===== config.mk =====
export PLATFORM = sky130hd
export DESIGN_NAME = cnn_top
export DESIGN_NICKNAME = d
export VERILOG_FILES = /design/src/rtl/cnn_pkg.sv /design/src/rtl/cnn_conv3x3_linebuf.sv /design/src/rtl/cnn_top.sv
export SDC_FILE = /design/constraint.sdc
export NUM_CORES = 2
export LEC_CHECK = 0
export BUFFER_PORTS_ARGS = -buffer_cell sky130_fd_sc_hd__buf_2
export CORE_ASPECT_RATIO = 0.7
export CORE_MARGIN = 8
export CORE_UTILIZATION = 52
export DETAILED_ROUTE_END_ITERATION = 8
export PLACE_DENSITY_LB_ADDON = 0.12
export SYNTH_ARGS = -nofsm -noshare
export SYNTH_HDL_FRONTEND = slang
export SYNTH_SLANG_ARGS = --single-unit

===== constraint.sdc =====
create_clock -name iClk -period 53.3 [get_ports iClk]
set_input_delay 7.995 -clock iClk [delete_from_list [all_inputs] [get_ports iClk]]
set_output_delay 7.995 -clock iClk [all_outputs]
set_load 0.005 [all_outputs]

===== src/rtl/cnn_pkg.sv =====
// cnn_pkg: shared widths, conv kernel, FC weight function and frame sizes for cnn_top
package cnn_pkg;
  localparam int IMG_W = 28;
  localparam int PIX_W = 8;
  localparam int WI = 8;
  localparam int BW = 32;
  localparam int ACCW = 32;
  localparam int In_d_W = 32;
  localparam int W = IMG_W - 2;
  localparam int FEAT_W_FC = In_d_W;
  localparam int WGT_W_FC = 8;
  localparam int ACC_W_FC = FEAT_W_FC + WGT_W_FC + 12;
  localparam int NPIX = IMG_W * IMG_W;
  localparam int NFEAT = W * W;
  localparam logic signed [WI-1:0] K [3][3] = '{'{-1, -1, -1}, '{-1, 8, -1}, '{-1, -1, -1}};
  localparam logic signed [BW-1:0] CONV_BIAS = '0;
  function automatic logic signed [WGT_W_FC-1:0] wfc(input int k);
    return WGT_W_FC'(((k * 7 + 3) % 17) - 8);
  endfunction
endpackage


===== src/rtl/cnn_conv3x3_linebuf.sv =====
// conv3x3_linebuf: pixel counters, line buffers, 3x3 window and conv MAC with optional ReLU (CNN_CONV_RELU_EN)
import cnn_pkg::*;
module conv3x3_linebuf (
  input  logic                     iClk,
  input  logic                     iRsn,
  input  logic [PIX_W-1:0]         iPixelIn,
  input  logic                     iPixelValid,
  output logic signed [In_d_W-1:0] oFeature,
  output logic                     oFeatValid
);
  localparam int CW = $clog2(IMG_W);
  logic [CW-1:0] r_row, r_col;
  logic [PIX_W-1:0] r_lb0 [IMG_W];
  logic [PIX_W-1:0] r_lb1 [IMG_W];
  logic [PIX_W-1:0] r_win [3][3];
  logic r_fire;
  logic signed [In_d_W-1:0] r_feat;
  logic r_feat_valid;
  logic signed [ACCW-1:0] w_sum;
  logic signed [In_d_W-1:0] w_feat;
  logic w_last_col, w_last_row;
  always_comb begin
    w_last_col = r_col == CW'(IMG_W - 1);
    w_last_row = r_row == CW'(IMG_W - 1);
    w_sum = ACCW'(CONV_BIAS);
    for (int i = 0; i < 3; i++)
      for (int j = 0; j < 3; j++)
        w_sum += ACCW'(K[i][j]) * ACCW'($signed({1'b0, r_win[i][j]}));
`ifdef CNN_CONV_RELU_EN
    w_feat = w_sum[ACCW-1] ? '0 : In_d_W'(w_sum);
`else
    w_feat = In_d_W'(w_sum);
`endif
  end
  always_ff @(posedge iClk or negedge iRsn) begin
    if (!iRsn) begin
      r_row <= '0;
      r_col <= '0;
      r_fire <= 1'b0;
      r_feat <= '0;
      r_feat_valid <= 1'b0;
      for (int i = 0; i < IMG_W; i++) begin
        r_lb0[i] <= '0;
        r_lb1[i] <= '0;
      end
      for (int i = 0; i < 3; i++)
        for (int j = 0; j < 3; j++)
          r_win[i][j] <= '0;
    end else begin
      r_fire <= iPixelValid && r_row >= CW'(2) && r_col >= CW'(2);
      r_feat_valid <= r_fire;
      if (r_fire) r_feat <= w_feat;
      if (iPixelValid) begin
        for (int i = 0; i < 3; i++) begin
          r_win[i][0] <= r_win[i][1];
          r_win[i][1] <= r_win[i][2];
        end
        r_win[0][2] <= r_lb1[r_col];
        r_win[1][2] <= r_lb0[r_col];
        r_win[2][2] <= iPixelIn;
        r_lb1[r_col] <= r_lb0[r_col];
        r_lb0[r_col] <= iPixelIn;
        r_col <= w_last_col ? '0 : r_col + 1'b1;
        if (w_last_col) r_row <= w_last_row ? '0 : r_row + 1'b1;
      end
    end
  end
  assign oFeature = r_feat;
  assign oFeatValid = r_feat_valid;
endmodule


===== src/rtl/cnn_top.sv =====
// cnn_top: 28x28 stream classifier, conv3x3 -> optional ReLU (CNN_CONV_RELU_EN) -> FC dot product to one logit
import cnn_pkg::*;
module cnn_top (
  input  logic                       iClk,
  input  logic                       iRsn,
  input  logic [PIX_W-1:0]           iPixelIn,
  input  logic                       iPixelValid,
  output logic                       oLogitValid,
  output logic signed [ACC_W_FC-1:0] oLogit,
  output logic                       oClass
);
  localparam int KW = $clog2(NFEAT);
  logic signed [In_d_W-1:0] w_feat;
  logic w_feat_valid;
  logic [KW-1:0] r_k;
  logic signed [ACC_W_FC-1:0] r_acc, r_logit, w_acc;
  logic r_valid, r_class, w_last;
  conv3x3_linebuf u_conv (
    .iClk(iClk),
    .iRsn(iRsn),
    .iPixelIn(iPixelIn),
    .iPixelValid(iPixelValid),
    .oFeature(w_feat),
    .oFeatValid(w_feat_valid)
  );
  always_comb begin
    w_last = r_k == KW'(NFEAT - 1);
    w_acc = (r_k == '0 ? ACC_W_FC'(0) : r_acc) + ACC_W_FC'(w_feat) * ACC_W_FC'(wfc(int'(r_k)));
  end
  always_ff @(posedge iClk or negedge iRsn) begin
    if (!iRsn) begin
      r_k <= '0;
      r_acc <= '0;
      r_logit <= '0;
      r_class <= 1'b0;
      r_valid <= 1'b0;
    end else begin
      r_valid <= w_feat_valid && w_last;
      if (w_feat_valid) begin
        r_acc <= w_acc;
        r_k <= w_last ? '0 : r_k + 1'b1;
        if (w_last) begin
          r_logit <= w_acc;
          r_class <= !w_acc[ACC_W_FC-1] && |w_acc;
        end
      end
    end
  end
  assign oLogitValid = r_valid;
  assign oLogit = r_logit;
  assign oClass = r_class;
endmodule


=== Word level (Yosys, flattened, before mapping) ===
Index checks and enable logic that the tools add are counted.

* Add/subtract/negate cells: 22
* Multiply operators: 2
* Div/mod/pow operators: 1
* Magnitude comparators: 4
* Eq/ne operators: 3
* Shifts and indexed selects: 0
* Muxes and demuxes: 14
* Bitwise logic cells: 1
* Reductions and logical operators: 10

{| class="wikitable"
|+ Operator list
! operator !! count
|-
| $bwmux 224 || 2
|-
| $neg 8->32 || 8
|-
| $add 32x32->32 || 7
|-
| $bmux 8 s5 || 2
|-
| $add 52x40->52 || 1
|-
| $mux 52 || 1
|-
| $reduce_or 52->1 || 1
|-
| $demux 8 s5 || 1
|-
| $mul 32x8->40 || 1
|-
| $mux 8 || 5
|-
| $add 32x12->32 || 1
|-
| $mod 32x6->32 const B || 1
|-
| $add 13x2->14 const B || 1
|-
| $mul 10x3->13 const B || 1
|-
| $add 10x1->10 const B || 1
|-
| $add 5x1->5 const B || 2
|-
| $eq 10x10->1 const B || 1
|-
| $eq 5x5->1 const B || 2
|-
| $ge 5x2->1 const B || 2
|-
| $logic_not 10->1 || 1
|-
| $mux 10 || 1
|-
| $mux 5 || 2
|-
| $sub 8x5->8 const B || 1
|-
| $ge 6x6->1 const B || 1
|-
| 5 further kinds || 10
|}

* Register bits after elaboration: 680
* Bits in latches: 0
* Memory bits (writable): 0
* Bits in read-only memories: 0
* Output and inout bits: 54
* Word-level logic and storage cells: 132
* Memories kept: 0

=== Logic depth before layout (Yosys ltp) ===
* Depth in word-level cells: 9
* Mapped depth: 92
* Gate-level depth less buffers: 87

=== By module ===
Synthesis repeated with hierarchy kept, for this count alone.

* Cells, all modules: 4539
* Area, all modules: 46849.9 sq um

{| class="wikitable"
|+ Modules (own cells, without submodules)
! module !! instances !! cells an instance !! area an instance (sq um) !! seq. area each (sq um)
|-
| conv3x3_linebuf || 1 || 2241 || 26409.1 || 13838.3
|-
| cnn_top || 1 || 2298 || 20440.9 || 2902.8
|}

=== Worst setup path before layout ===
No wires, ideal clock.

* Kind: flip-flop to flip-flop
* Start: reg r_k[0]
* End: reg r_class, in the netlist oClass
* Setup time: 0.119 ns
* Data arrival time: 20.385 ns
* Data required time: 53.181 ns
* Path slack: 32.796 ns
* Cell stages (with the launch flop): 84
* Buffers on the path: 3
* Clock period less this slack: 20.504 ns
* Cells stage by stage: dfrtp_1 fa_1 ha_1 fa_1 a211o_1 a21o_1 or4b_4 a311o_1 nand2_1 nand3_1 ha_1 nand2b_1 or4_1 and3_1 o31a_1 a211oi_2 o311ai_1 nor3_2 [... 48 more ...] a21oi_1 o21bai_1 a21oi_1 nor2b_1 o21a_1 o21ai_0 nand2b_1 a21oi_1 xnor2_1 or4_1 or4_1 or4_1 nor4_1 nand3_1 nor4_1 nand4_1 or4_1 o21a_1

* Longest elaborated chain between the ends: 8
* Elaborated cells on any way between the ends: 13
* Classes of those cells: add/sub: 3; mul: 2; div: 1; eq/ne: 1; mux: 1; reduce/logical: 5

{| class="wikitable"
|+ Ends and longest elaborated chain
! item !! RTL line !! source
|-
| start: declaration || cnn_top.sv:15 || <nowiki>logic [KW-1:0] r_k;</nowiki>
|-
| start signal: assignment || cnn_top.sv:41 || <nowiki>r_k <= w_last ? '0 : r_k + 1'b1;</nowiki>
|-
| $mul 10x3->13 || cnn_pkg.sv:18 || <nowiki>return WGT_W_FC'(((k * 7 + 3) % 17) - 8);</nowiki>
|-
| $add 13x2->14 || cnn_pkg.sv:18 ||
|-
| $mod 32x6->32 || cnn_pkg.sv:18 ||
|-
| $sub 8x5->8 || cnn_pkg.sv:18 ||
|-
| $mul 32x8->40 || cnn_top.sv:28 || <nowiki>w_acc = (r_k == '0 ? ACC_W_FC'(0) : r_acc) + ACC_W_FC'(w_feat) * ACC_W_FC'(wfc(int'(r_k)));</nowiki>
|-
| $add 52x40->52 || cnn_top.sv:28 ||
|-
| $reduce_or 52->1 / $logic_not 1->1 (equally long branches) || cnn_top.sv:44 || <nowiki>r_class <= !w_acc[ACC_W_FC-1] && |w_acc;</nowiki>
|-
| $logic_and 1x1->1 || cnn_top.sv:44 ||
|-
| end signal: assignment || cnn_top.sv:44 ||
|-
| end: declaration || cnn_top.sv:17 || <nowiki>logic r_valid, r_class, w_last;</nowiki>
|}

Parallel ways exist; a longest one is shown, timed or not.
A chain may end at the register's enable or synchronous reset.

=== Final worst setup path ===
* Start: reg r_k[7]
* End: reg r_class, in the netlist oClass

The elaborated chain is that of the path after synthesis.

==> results.md <==
- Fillers: 7370
- Post-synth top cells: dfrtp_1, nand2_1, inv_1
- Top-count cell post-synth: dfrtp_1
- Synth top area cells: dfrtp_1, fa_1, mux2_2
- Outcome: finished, final reports clean
- RSZ-0062 raised after global routing: false
- Slew margin rel.: 13.6%
- First-pass GRT wire length: 196 mm
- I/O Pins: 65
- Post-route setup TNS: 0 ns
- PostCTS Resize Cnt: 0
- Yosys top cell area share: 36.8%
- H-tree Lvls: 3
- Post-CTS setup buffers: 0
- Detailed Route WL: 122 mm
- Total CTS buffers: 71
- Die Y-Extent: 263 um
- First DRT Iteration DRCs: 3040
- Yosys top cell by area: dfrtp_1
- Final net count: 4799
- Register area: 0.0168 mm^2
- Fin. max-slew vios: 0
- Fin crit share: 45.8%
- Starting Density: 52.7%
- WL/cell: 22.2 um
- Reg clk slew, reported paths: 0.06 ns
- First-pass DRT Iterations: 5
- Die area: 0.0973 mm^2
- FFs w/ async S/R, synth: 100%
- Detailed placement HPWL: 88.0 mm
- Main synth FF type: dfrtp_1
- Initial antenna violation count: 2
- Crit path time final: 24.40 ns
- GP Congestion: 0.937
- Hold buffer count at cts: 0
- Mapped Avg Cell Area: 10.6 um^2
- Post-layout util: 57.3%
- Sequential fraction of the synthesis area: 36.8%
- CP peak stage delay: 0.83 ns
- Die X: 369 um
- EDFF count, synth: 0
- Synth cell types: 100
- Core box area: 0.0864 mm^2
- Final hold vios: 0
- Mapped Cells: 4297
- Area of the multi-input gates: 0.0265 mm^2
- Antenna Nets Post-Route: 0
- Synth Cell Area: 0.0455 mm^2
- Clock latency on the worst-skew pair: 0.64 ns
- CP startpoint kind: register
- Slowest cell on crit path: o21ai_1
- Final setup viols: 0
- Clk_skew: 0.0320 ns
- GRT Residual Overflow: 0
- CTS root buffer: clkbuf_16
- CTS tree: yes
- DRC violations left: 0
- Vias: 32000
- Number of global-route vias before repair: 32300
- Worst Tran Pin Value: 1.29 ns
- Critical Path Fanout Max: 23
- Port Buf Inserts: 64
- Final instance area: 0.0495 mm^2
- CTS max path bufs: 3
- Hold crit path type: register to register
- Placed Instance Area: 0.0471 mm^2
- Worst setup path class: register to register
- Synthesized Nets: 4826
- Arr. time, crit path: 24.93 ns
- Largest net degree at the start of global routing: 184
- Fmax: 41.0 MHz
- Num rows: 90
- Vias per inst: 5.84
- Total of warnings raised by yosys: 0
- Clk sinks: 669
- Critical Path RT: 53.83 ns
- Max-cap viol count: 0
- Share of layout cells above drive strength 1: 17.7%
- Yosys reg bits: 669
- Total track usage: 25.5%
- Critical Path End Type: register
- Area grow syn2layout: 8.82%
==> kinds of logic after synthesis <==
group | count (synthesis) | synth area share (%)
simple gates | 1110 | 11.1
compound gates | 810 | 11.1
flops | 669 | 36.8
buf+inv | 637 | 5.38
fa+ha+maj | 519 | 19.8
mux | 440 | 13.6
xor+xnor | 112 | 2.20
==> path summary, 6_finish.rpt <==
check,from,to,slack [ns],cells after the start
setup / recovery,r_k[7]$_DFFE_PN0P_,oClass$_DFFE_PN0P_,28.90,84
hold / removal,oLogit[14]$_DFFE_PN0P_,oLogit[14]$_DFFE_PN0P_,0.47,2
setup reg to reg,r_k[7]$_DFFE_PN0P_,oClass$_DFFE_PN0P_,28.90,84
hold reg to reg,oLogit[14]$_DFFE_PN0P_,oLogit[14]$_DFFE_PN0P_,0.47,2
max in group asynchronous,iRsn,u_conv.r_win[32]$_DFFE_PN0P_,41.70,5
min in group asynchronous,iRsn,u_conv.r_lb0[212]$_DFFE_PN0P_,7.33,1
==> state kept, by name (all words and copies together), names as in the netlist <==
signal / flops
u_conv.oFeatValid: 1
r_acc: 52
u_conv.r_win: 72
oLogitValid: 1
u_conv.oFeature: 21
u_conv.r_row: 5
u_conv.r_lb1: 224
u_conv.r_col: 5
u_conv.r_lb0: 224
u_conv.r_fire: 1
r_k: 10
oLogit: 52
oClass: 1
==> per-stage QoR <==
stage               std cells  hold WS, ns  setup WS (ns)
finish                   5478        0.470          28.90
CTS                      5477        0.472          29.35
global route             5477        0.491          26.80
global placement         5347        0.455          29.84
detailed placement       5347        0.457          29.43
floorplan                4297        0.441          32.80
==> worst max-delay path: cells and delay by family, from the launching register on <==
| family | cells | cell delay [ns] |
|---|---|---|
| compound gates | 31 | 8.61 |
| xor+xnor | 4 | 0.73 |
| simple gates | 28 | 8.03 |
| flops | 1 | 0.46 |
| fa+ha+maj | 13 | 5.52 |
| buf+inv | 8 | 0.92 |
==> placed cells by master (no fill, tap or decap), types with 26 or more instances in the layout <==
| cell type | n |
|---|---|
| dfrtp_1 | 663 |
| nand2_1 | 411 |
| inv_1 | 401 |
| fa_1 | 336 |
| nor2_1 | 303 |
| mux2_2 | 299 |
| a21oi_1 | 285 |
| o21ai_0 | 207 |
| ha_1 | 182 |
| mux4_2 | 113 |
| and2_1 | 87 |
| xnor2_1 | 82 |
| clkbuf_16 | 74 |
| buf_4 | 71 |
| nand3_1 | 62 |
| buf_2 | 62 |
| nor3_1 | 49 |
| nor2b_1 | 42 |
| a21o_1 | 38 |
| nand2b_1 | 33 |
| a31oi_1 | 31 |
| mux2i_1 | 26 |
==> final cells by class <==
class	count	area share, %
multi-input cells	2991	53.5
clock buffers	101	4.19
repair buffers	135	1.77
diodes	1	0.00506
clock inverters	29	0.693
flip-flops and latches	669	33.9
inverters	402	3.05
well taps	1150	2.91
==> per-layer routing <==
metal	vias up	global-route usage [%]	part of all wire, %
met4	0	4.20	1.5
met1	16400	41.7	51
met2	909	33.8	40
met3	135	6.38	8.2
met5	-	0	0
li1	14600	-	-
Power is left out: the tool's default activity adds up to more than one toggle a clock period on the data nets, which glitch-free logic cannot reach.
